===== src/rtl/pcs_rx_link_ctrl_if.sv =====
`default_nettype none
// ============================================================================
// Module   : pcs_rx_link_ctrl_if
// Brief    : Receive-side sync header / link status bundle for pcs_rx_link_ctrl
// Revision : 1.0
// ============================================================================
interface pcs_rx_link_ctrl_if #(
    parameter int HDR_WIDTH = 2
);
    logic [HDR_WIDTH-1:0] i_hdr;
    logic                 i_hdr_valid;
    logic                 i_block_lock;
    logic [1:0]           o_state;
    logic                 o_link_up;
    logic                 o_hi_ber;
    logic                 o_retrain;
    logic [7:0]           o_drop_cnt;

    modport slave (
        input  i_hdr, i_hdr_valid, i_block_lock,
        output o_state, o_link_up, o_hi_ber, o_retrain, o_drop_cnt
    );

    modport master (
        output i_hdr, i_hdr_valid, i_block_lock,
        input  o_state, o_link_up, o_hi_ber, o_retrain, o_drop_cnt
    );
endinterface
`default_nettype wire


===== src/rtl/pcs_rx_link_ctrl.sv =====
`default_nettype none
// ============================================================================
// Module   : pcs_rx_link_ctrl
// Brief    : PCS receive link controller: BER monitor, link qualify FSM, retrain
// Revision : 1.0
// ============================================================================
module pcs_rx_link_ctrl #(
    parameter int HDR_WIDTH       = 2,
    parameter int BER_WINDOW_CYC  = 19531,
    parameter int BER_THRESH      = 16,
    parameter int LINK_UP_HDRS    = 1024,
    parameter int RETRAIN_TIMEOUT = 65536
) (
    input  wire                      i_clk,
    input  wire                      i_reset,
    pcs_rx_link_ctrl_if.slave        bus
);
    localparam int TMR_W  = $clog2(BER_WINDOW_CYC) + 1;
    localparam int BAD_W  = $clog2(BER_THRESH) + 1;
    localparam int TMO_W  = $clog2(RETRAIN_TIMEOUT) + 1;
    localparam int QUAL_W = $clog2(LINK_UP_HDRS) + 1;

    localparam logic [TMR_W-1:0]  c_win_end  = TMR_W'(BER_WINDOW_CYC - 1);
    localparam logic [BAD_W-1:0]  c_thresh   = BAD_W'(BER_THRESH);
    localparam logic [TMO_W-1:0]  c_tmo_end  = TMO_W'(RETRAIN_TIMEOUT - 1);
    localparam logic [QUAL_W-1:0] c_qual_end = QUAL_W'(LINK_UP_HDRS - 1);

    typedef enum logic [1:0] {
        ST_DOWN      = 2'd0,
        ST_WAIT_LOCK = 2'd1,
        ST_QUALIFY   = 2'd2,
        ST_UP        = 2'd3
    } state_t;

    state_t              state_q, state_d;
    logic [TMR_W-1:0]    tmr_q, tmr_d;
    logic [BAD_W-1:0]    bad_q, bad_d;
    logic [TMO_W-1:0]    tmo_q, tmo_d;
    logic [QUAL_W-1:0]   qual_q, qual_d;
    logic [7:0]          drop_q, drop_d;
    logic                hi_ber_q, hi_ber_d;
    logic                retrain_q, retrain_d;
    logic                link_up_q, link_up_d;

    logic [HDR_WIDTH-1:0] w_hdr;
    logic                 w_sh_valid;
    logic                 w_good;
    logic                 w_invalid;
    logic                 w_lock;
    logic [BAD_W-1:0]     w_bad_nxt;

    assign w_hdr      = bus.i_hdr;
    assign w_sh_valid = ^w_hdr;
    assign w_good     = bus.i_hdr_valid & w_sh_valid;
    assign w_invalid  = bus.i_hdr_valid & ~w_sh_valid;
    assign w_lock     = bus.i_block_lock;
    // Count including this cycle's header, so the window-end evaluation sees it
    assign w_bad_nxt  = (w_invalid && (bad_q != c_thresh)) ? bad_q + BAD_W'(1) : bad_q;

    always_comb begin
        tmr_d    = tmr_q;
        bad_d    = bad_q;
        hi_ber_d = hi_ber_q;
        if (!w_lock) begin
            tmr_d    = '0;
            bad_d    = '0;
            hi_ber_d = 1'b0;
        end else if (tmr_q == c_win_end) begin
            tmr_d    = '0;
            bad_d    = '0;
            hi_ber_d = (w_bad_nxt == c_thresh);
        end else begin
            tmr_d = tmr_q + TMR_W'(1);
            bad_d = w_bad_nxt;
            if (w_bad_nxt == c_thresh) begin
                hi_ber_d = 1'b1;
            end
        end
    end

    always_comb begin
        state_d   = state_q;
        tmo_d     = '0;
        qual_d    = '0;
        retrain_d = 1'b0;
        drop_d    = drop_q;
        case (state_q)
            ST_DOWN: begin
                state_d = ST_WAIT_LOCK;
            end
            ST_WAIT_LOCK: begin
                if (w_lock) begin
                    state_d = ST_QUALIFY;
                end else if (tmo_q == c_tmo_end) begin
                    retrain_d = 1'b1;
                end else begin
                    tmo_d = tmo_q + TMO_W'(1);
                end
            end
            ST_QUALIFY: begin
                // Loss of lock / hi_ber outranks a completing good header
                if (!w_lock || hi_ber_q) begin
                    state_d = ST_WAIT_LOCK;
                end else if (w_good) begin
                    if (qual_q == c_qual_end) begin
                        state_d = ST_UP;
                    end else begin
                        qual_d = qual_q + QUAL_W'(1);
                    end
                end else begin
                    qual_d = qual_q;
                end
            end
            ST_UP: begin
                if (!w_lock || hi_ber_q) begin
                    state_d = ST_WAIT_LOCK;
                    if (drop_q != 8'hFF) begin
                        drop_d = drop_q + 8'd1;
                    end
                end
            end
            default: begin
                state_d = ST_DOWN;
            end
        endcase
        link_up_d = (state_d == ST_UP);
    end

    always_ff @(posedge i_clk) begin
        if (i_reset) begin
            state_q   <= ST_DOWN;
            tmr_q     <= '0;
            bad_q     <= '0;
            hi_ber_q  <= 1'b0;
            tmo_q     <= '0;
            qual_q    <= '0;
            retrain_q <= 1'b0;
            link_up_q <= 1'b0;
            drop_q    <= '0;
        end else begin
            state_q   <= state_d;
            tmr_q     <= tmr_d;
            bad_q     <= bad_d;
            hi_ber_q  <= hi_ber_d;
            tmo_q     <= tmo_d;
            qual_q    <= qual_d;
            retrain_q <= retrain_d;
            link_up_q <= link_up_d;
            drop_q    <= drop_d;
        end
    end

    assign bus.o_state    = state_q;
    assign bus.o_link_up  = link_up_q;
    assign bus.o_hi_ber   = hi_ber_q;
    assign bus.o_retrain  = retrain_q;
    assign bus.o_drop_cnt = drop_q;
endmodule
`default_nettype wire


===== src/flat_wrapper.sv =====
// flat-port wrapper written by rule: the top's interface ports become plain ports
module pcs_rx_link_ctrl_flat 
#(
    parameter int HDR_WIDTH       = 2,
    parameter int BER_WINDOW_CYC  = 19531,
    parameter int BER_THRESH      = 16,
    parameter int LINK_UP_HDRS    = 1024,
    parameter int RETRAIN_TIMEOUT = 65536
)
  (i_clk, i_reset, bus_i_hdr, bus_i_hdr_valid, bus_i_block_lock, bus_o_state, bus_o_link_up, bus_o_hi_ber, bus_o_retrain, bus_o_drop_cnt);
  pcs_rx_link_ctrl_if #(.HDR_WIDTH(HDR_WIDTH)) bus_i ();
  input  wire i_clk;
  input  wire i_reset;
  input wire logic [$bits(bus_i.i_hdr)-1:0] bus_i_hdr;
  input wire logic [$bits(bus_i.i_hdr_valid)-1:0] bus_i_hdr_valid;
  input wire logic [$bits(bus_i.i_block_lock)-1:0] bus_i_block_lock;
  output wire logic [$bits(bus_i.o_state)-1:0] bus_o_state;
  output wire logic [$bits(bus_i.o_link_up)-1:0] bus_o_link_up;
  output wire logic [$bits(bus_i.o_hi_ber)-1:0] bus_o_hi_ber;
  output wire logic [$bits(bus_i.o_retrain)-1:0] bus_o_retrain;
  output wire logic [$bits(bus_i.o_drop_cnt)-1:0] bus_o_drop_cnt;
  assign bus_i.i_hdr = bus_i_hdr;
  assign bus_i.i_hdr_valid = bus_i_hdr_valid;
  assign bus_i.i_block_lock = bus_i_block_lock;
  assign bus_o_state = bus_i.o_state;
  assign bus_o_link_up = bus_i.o_link_up;
  assign bus_o_hi_ber = bus_i.o_hi_ber;
  assign bus_o_retrain = bus_i.o_retrain;
  assign bus_o_drop_cnt = bus_i.o_drop_cnt;
  pcs_rx_link_ctrl #(.HDR_WIDTH(HDR_WIDTH), .BER_WINDOW_CYC(BER_WINDOW_CYC), .BER_THRESH(BER_THRESH), .LINK_UP_HDRS(LINK_UP_HDRS), .RETRAIN_TIMEOUT(RETRAIN_TIMEOUT)) u_core (.i_clk(i_clk), .i_reset(i_reset), .bus(bus_i));
endmodule

===== config.mk =====
export PLATFORM = sky130hd
export DESIGN_NAME = pcs_rx_link_ctrl_flat
export DESIGN_NICKNAME = d
export VERILOG_FILES = /design/src/rtl/pcs_rx_link_ctrl_if.sv /design/src/rtl/pcs_rx_link_ctrl.sv /design/src/flat_wrapper.sv
export SDC_FILE = /design/constraint.sdc
export NUM_CORES = 1
export LEC_CHECK = 0
export ABC_AREA = 1
export CORE_ASPECT_RATIO = 1.25
export CORE_MARGIN = 2
export CORE_UTILIZATION = 50
export DETAILED_ROUTE_END_ITERATION = 10
export GPL_TIMING_DRIVEN = 0
export PLACE_DENSITY = 0.69
export SYNTH_ARGS = -nofsm -noshare
export SYNTH_HDL_FRONTEND = slang
export SYNTH_SLANG_ARGS = --single-unit

===== constraint.sdc =====
create_clock -name i_clk -period 2.5 [get_ports i_clk]
set_input_delay 0.5 -clock i_clk [delete_from_list [all_inputs] [get_ports i_clk]]
set_output_delay 0.5 -clock i_clk [all_outputs]
set_load 0.05 [all_outputs]

==> reports/metrics.yaml <==
yosys:
  syn_nets: 430
  syn_area_um2: 3030
  synth.distinct_cells: 35
  ys_warn_count: 0
  seq_area_frac_synth_pct: 40.9
  ys_ff_latch: 62
  synth_cells: 416
  avgSynthCellArea_um2: 7.29
global_routing:
  grt_pass1_wl_um: 9560
  grt_pass1_vias: 2395
  antenna_found_initial: 0
  overflow: 0
  grt_util_all_layers_pct: 17.9
  grt_max_degree: 11
setup_path:
  critical-path-max-stage-delay_ps: 370
  crit_fanout: 10
  end_kind: "flip-flop"
  crit_chain: "ha_1 > nand3_1 > nor2_2 > nand4_1 > inv_1 > nand3_1 > nor4_1 > ha_1 > nor3_4 > inv_4 > a21oi_2 > o21a_1"
  worst-setup-path-type: "reg2reg"
  crit_slowest_cell: "dfxtp_1"
  critPathRequiredTime_ps: 2720
  worstSetupStartpointType: "flip-flop"
  worst_ep_arrival_time_ps: 2300
sta:
  whs_ps: 454
  tns_ps: 0
  fmax_mhz: 481
  relSlewSlack_pct: 65.9
  final_hold_viol_count: 0
  skew_ps: 6.40
  setup_viol: 0
  worst_slew_pin_slew_ps: 510
  final_max_slew_viol_count: 0
  period_minus_slack_ps: 2080
  finalCritPeriodShare_pct: 83.1
  grt_setup_unrepaired: "false"
floorplan:
  fp.coreArea_um2: 5820
  rows: 31
  dieArea_um2: 6710
  io-pin-count: 19
  die_h_um: 91.1
  start_util_pct: 52.2
  die_w_um: 73.7
route:
  vias: 2637
  wl_per_cell_um: 10.9
  drtAntennaViolNets: 0
  drc: 0
  wl_um: 5630
  first_iter_violations: 69
  drt_pass1_iterations: 4
  viasPerCell: 5.11
power:
  total_leakage_power_nw: 1.31
  ir_worst_vdd_v: 0.000300
  totalPowerFinal_mw: 1.84
  powerDensity_nw_per_um2: 530
placed_design:
  gp_congestion: 0.788
  port_buffers: 18
  dp_hpwl_um: 4280
final_layout:
  nNetsFinal: 459
  nFillCells: 580
  area_growth_pct: 14.1
  antenna_cells: 0
  drive_above_1_share_pct: 11.3
  seqCellArea_um2: 1240
  multi_input_area_um2: 1520
clock_tree:
  cts_hold_buf: 0
  cts_buffers: 9
  path_clk_slew_ps: 60
  clock-sinks: 62
  cts_max_level: 3
  cts_buffer_depth: 2
  worstSkewPairLatency_ps: 330
  postCtsSetupRepairBufs: 0
  post_cts_resized: 0
  cts_tree: "done"
  cts-root-buf: "clkbuf_8"
job:
  drv_cap: 0
outcome:
  status: "completed"
worst_hold_path:
  hold_path_class: "reg2reg"
## metal layers
metal	share of wire [%]	track usage, %	up-vias	routed length [um]
met5	0	0	-	0
met4	1.4	6.67	0	79
met3	2.6	5.11	8	147
met1	46	20.0	1191	2580
li1	-	-	1408	-
met2	50	31.3	30	2830
## cells by family (layout without fill, tap and decap cells)
group	count (synthesis)	in the layout	synth area share, %
flops	62	62	40.9
simple gates	212	212	33.6
fa+ha+maj	8	8	3.30
compound gates	51	51	9.11
buf+inv	69	103	8.99
xor+xnor	14	14	4.04
## state kept, by name (all words and copies together), names as in the netlist
signal and cells:
u_core.bad_q 5, u_core.bus.o_drop_cnt 8, u_core.bus.o_hi_ber 1, u_core.bus.o_link_up 1, u_core.bus.o_retrain 1, u_core.bus.o_state 2
u_core.qual_q 11, u_core.tmo_q 17, u_core.tmr_q 16
## synthesized netlist by cell type
library cell | count | area share (%)
dfxtp_1 | 62 | 41
inv_2 | 5 | 0.62
nand3_2 | 3 | 0.99
nor3_2 | 5 | 1.6
buf_2 | 1 | 0.16
a21oi_2 | 1 | 0.29
a21oi_1 | 30 | 4.9
buf_4 | 2 | 0.49
nand2_1 | 82 | 10
o21a_1 | 1 | 0.25
xor2_1 | 9 | 2.6
nand3_1 | 26 | 4.3
nor4_1 | 4 | 0.82
o21ai_1 | 2 | 0.33
or2_0 | 3 | 0.62
a31o_2 | 1 | 0.29
nor3_1 | 12 | 2.0
nor2_2 | 8 | 1.6
a211oi_2 | 1 | 0.41
or2_2 | 1 | 0.21
a211oi_1 | 1 | 0.25
nand4_2 | 1 | 0.41
nand2_2 | 2 | 0.41
and3_1 | 3 | 0.62
xnor2_1 | 5 | 1.4
o22ai_1 | 1 | 0.21
ha_1 | 8 | 3.3
inv_4 | 2 | 0.41
nor3b_2 | 2 | 0.82
nor3_4 | 1 | 0.54
nor2_1 | 45 | 5.6
inv_1 | 59 | 7.3
o21ai_0 | 13 | 2.1
nand4_1 | 13 | 2.7
nor3b_1 | 1 | 0.25
## power by group
part           switching [mW]  internal (mW)
combinational          0.0620         0.0311
sequential            0.00623          0.995
clock                   0.364          0.378
## worst max-delay path, delay by kind of cell, from the launching register on
family | cells | cell delay, ps
AO/OA/AOI/OAI | 2 | 140
AND/OR/NAND/NOR | 6 | 810
buffers and inverters | 2 | 210
flip-flops | 1 | 370
adder cells (fa/ha/maj) | 2 | 450
## worst paths after layout
| check | to | from | cells after the start | slack [ps] |
|---|---|---|---|---|
| worst max-delay path | u_core.tmo_q[10] | u_core.tmo_q[0] | 12 | 420 |
| worst min-delay path | u_core.qual_q[10] | u_core.qual_q[10] | 2 | 450 |
| worst max register to register | u_core.tmo_q[10] | u_core.tmo_q[0] | 12 | 420 |
| worst min register to register | u_core.qual_q[10] | u_core.qual_q[10] | 2 | 450 |
## layout by cell type, fill, tap and decap left out, types with 2 or more instances in the layout
| cell | n |
|---|---|
| nor2_1 | 45 |
| nand2_2 | 2 |
| clkinv_2 | 5 |
| clkbuf_8 | 10 |
| xnor2_1 | 5 |
| inv_1 | 59 |
| nand3_2 | 3 |
| buf_4 | 2 |
| nand2_1 | 82 |
| nor3_2 | 5 |
| nor3_1 | 12 |
| o21ai_0 | 13 |
| clkdlybuf4s50_1 | 18 |
| nand4_1 | 13 |
| o21ai_1 | 2 |
| or2_0 | 3 |
| nor2_2 | 8 |
| nor4_1 | 4 |
| dfxtp_1 | 62 |
| nor3b_2 | 2 |
| a21oi_1 | 30 |
| inv_4 | 2 |
| nand3_1 | 26 |
| ha_1 | 8 |
| and3_1 | 3 |
| xor2_1 | 9 |
| inv_2 | 5 |
## per-stage QoR
step | std cells | util, % | setup WS [ps] | cell area [um2]
2_1_floorplan | 416 | - | 672 | 3030
3_3_place_gp | 500 | 56.7 | 396 | 3300
3_5_place_dp | 500 | 56.7 | 404 | 3300
4_1_cts | 516 | 59.5 | 392 | 3460
5_1_grt | 516 | 59.5 | 129 | 3460
6_report | 516 | 59.5 | 422 | 3460
## layout make-up
class	count	area share, %
Clock inverter	5	0.723
Sequential cell	62	35.8
Tap cell	66	2.38
Clock buffer	11	4.08
Inverter	66	7.30
Multi-Input combinational cell	285	43.9
Buffer	3	0.578
Timing Repair Buffer	18	5.20
Note: power is estimated with default switching activity, not from simulation.
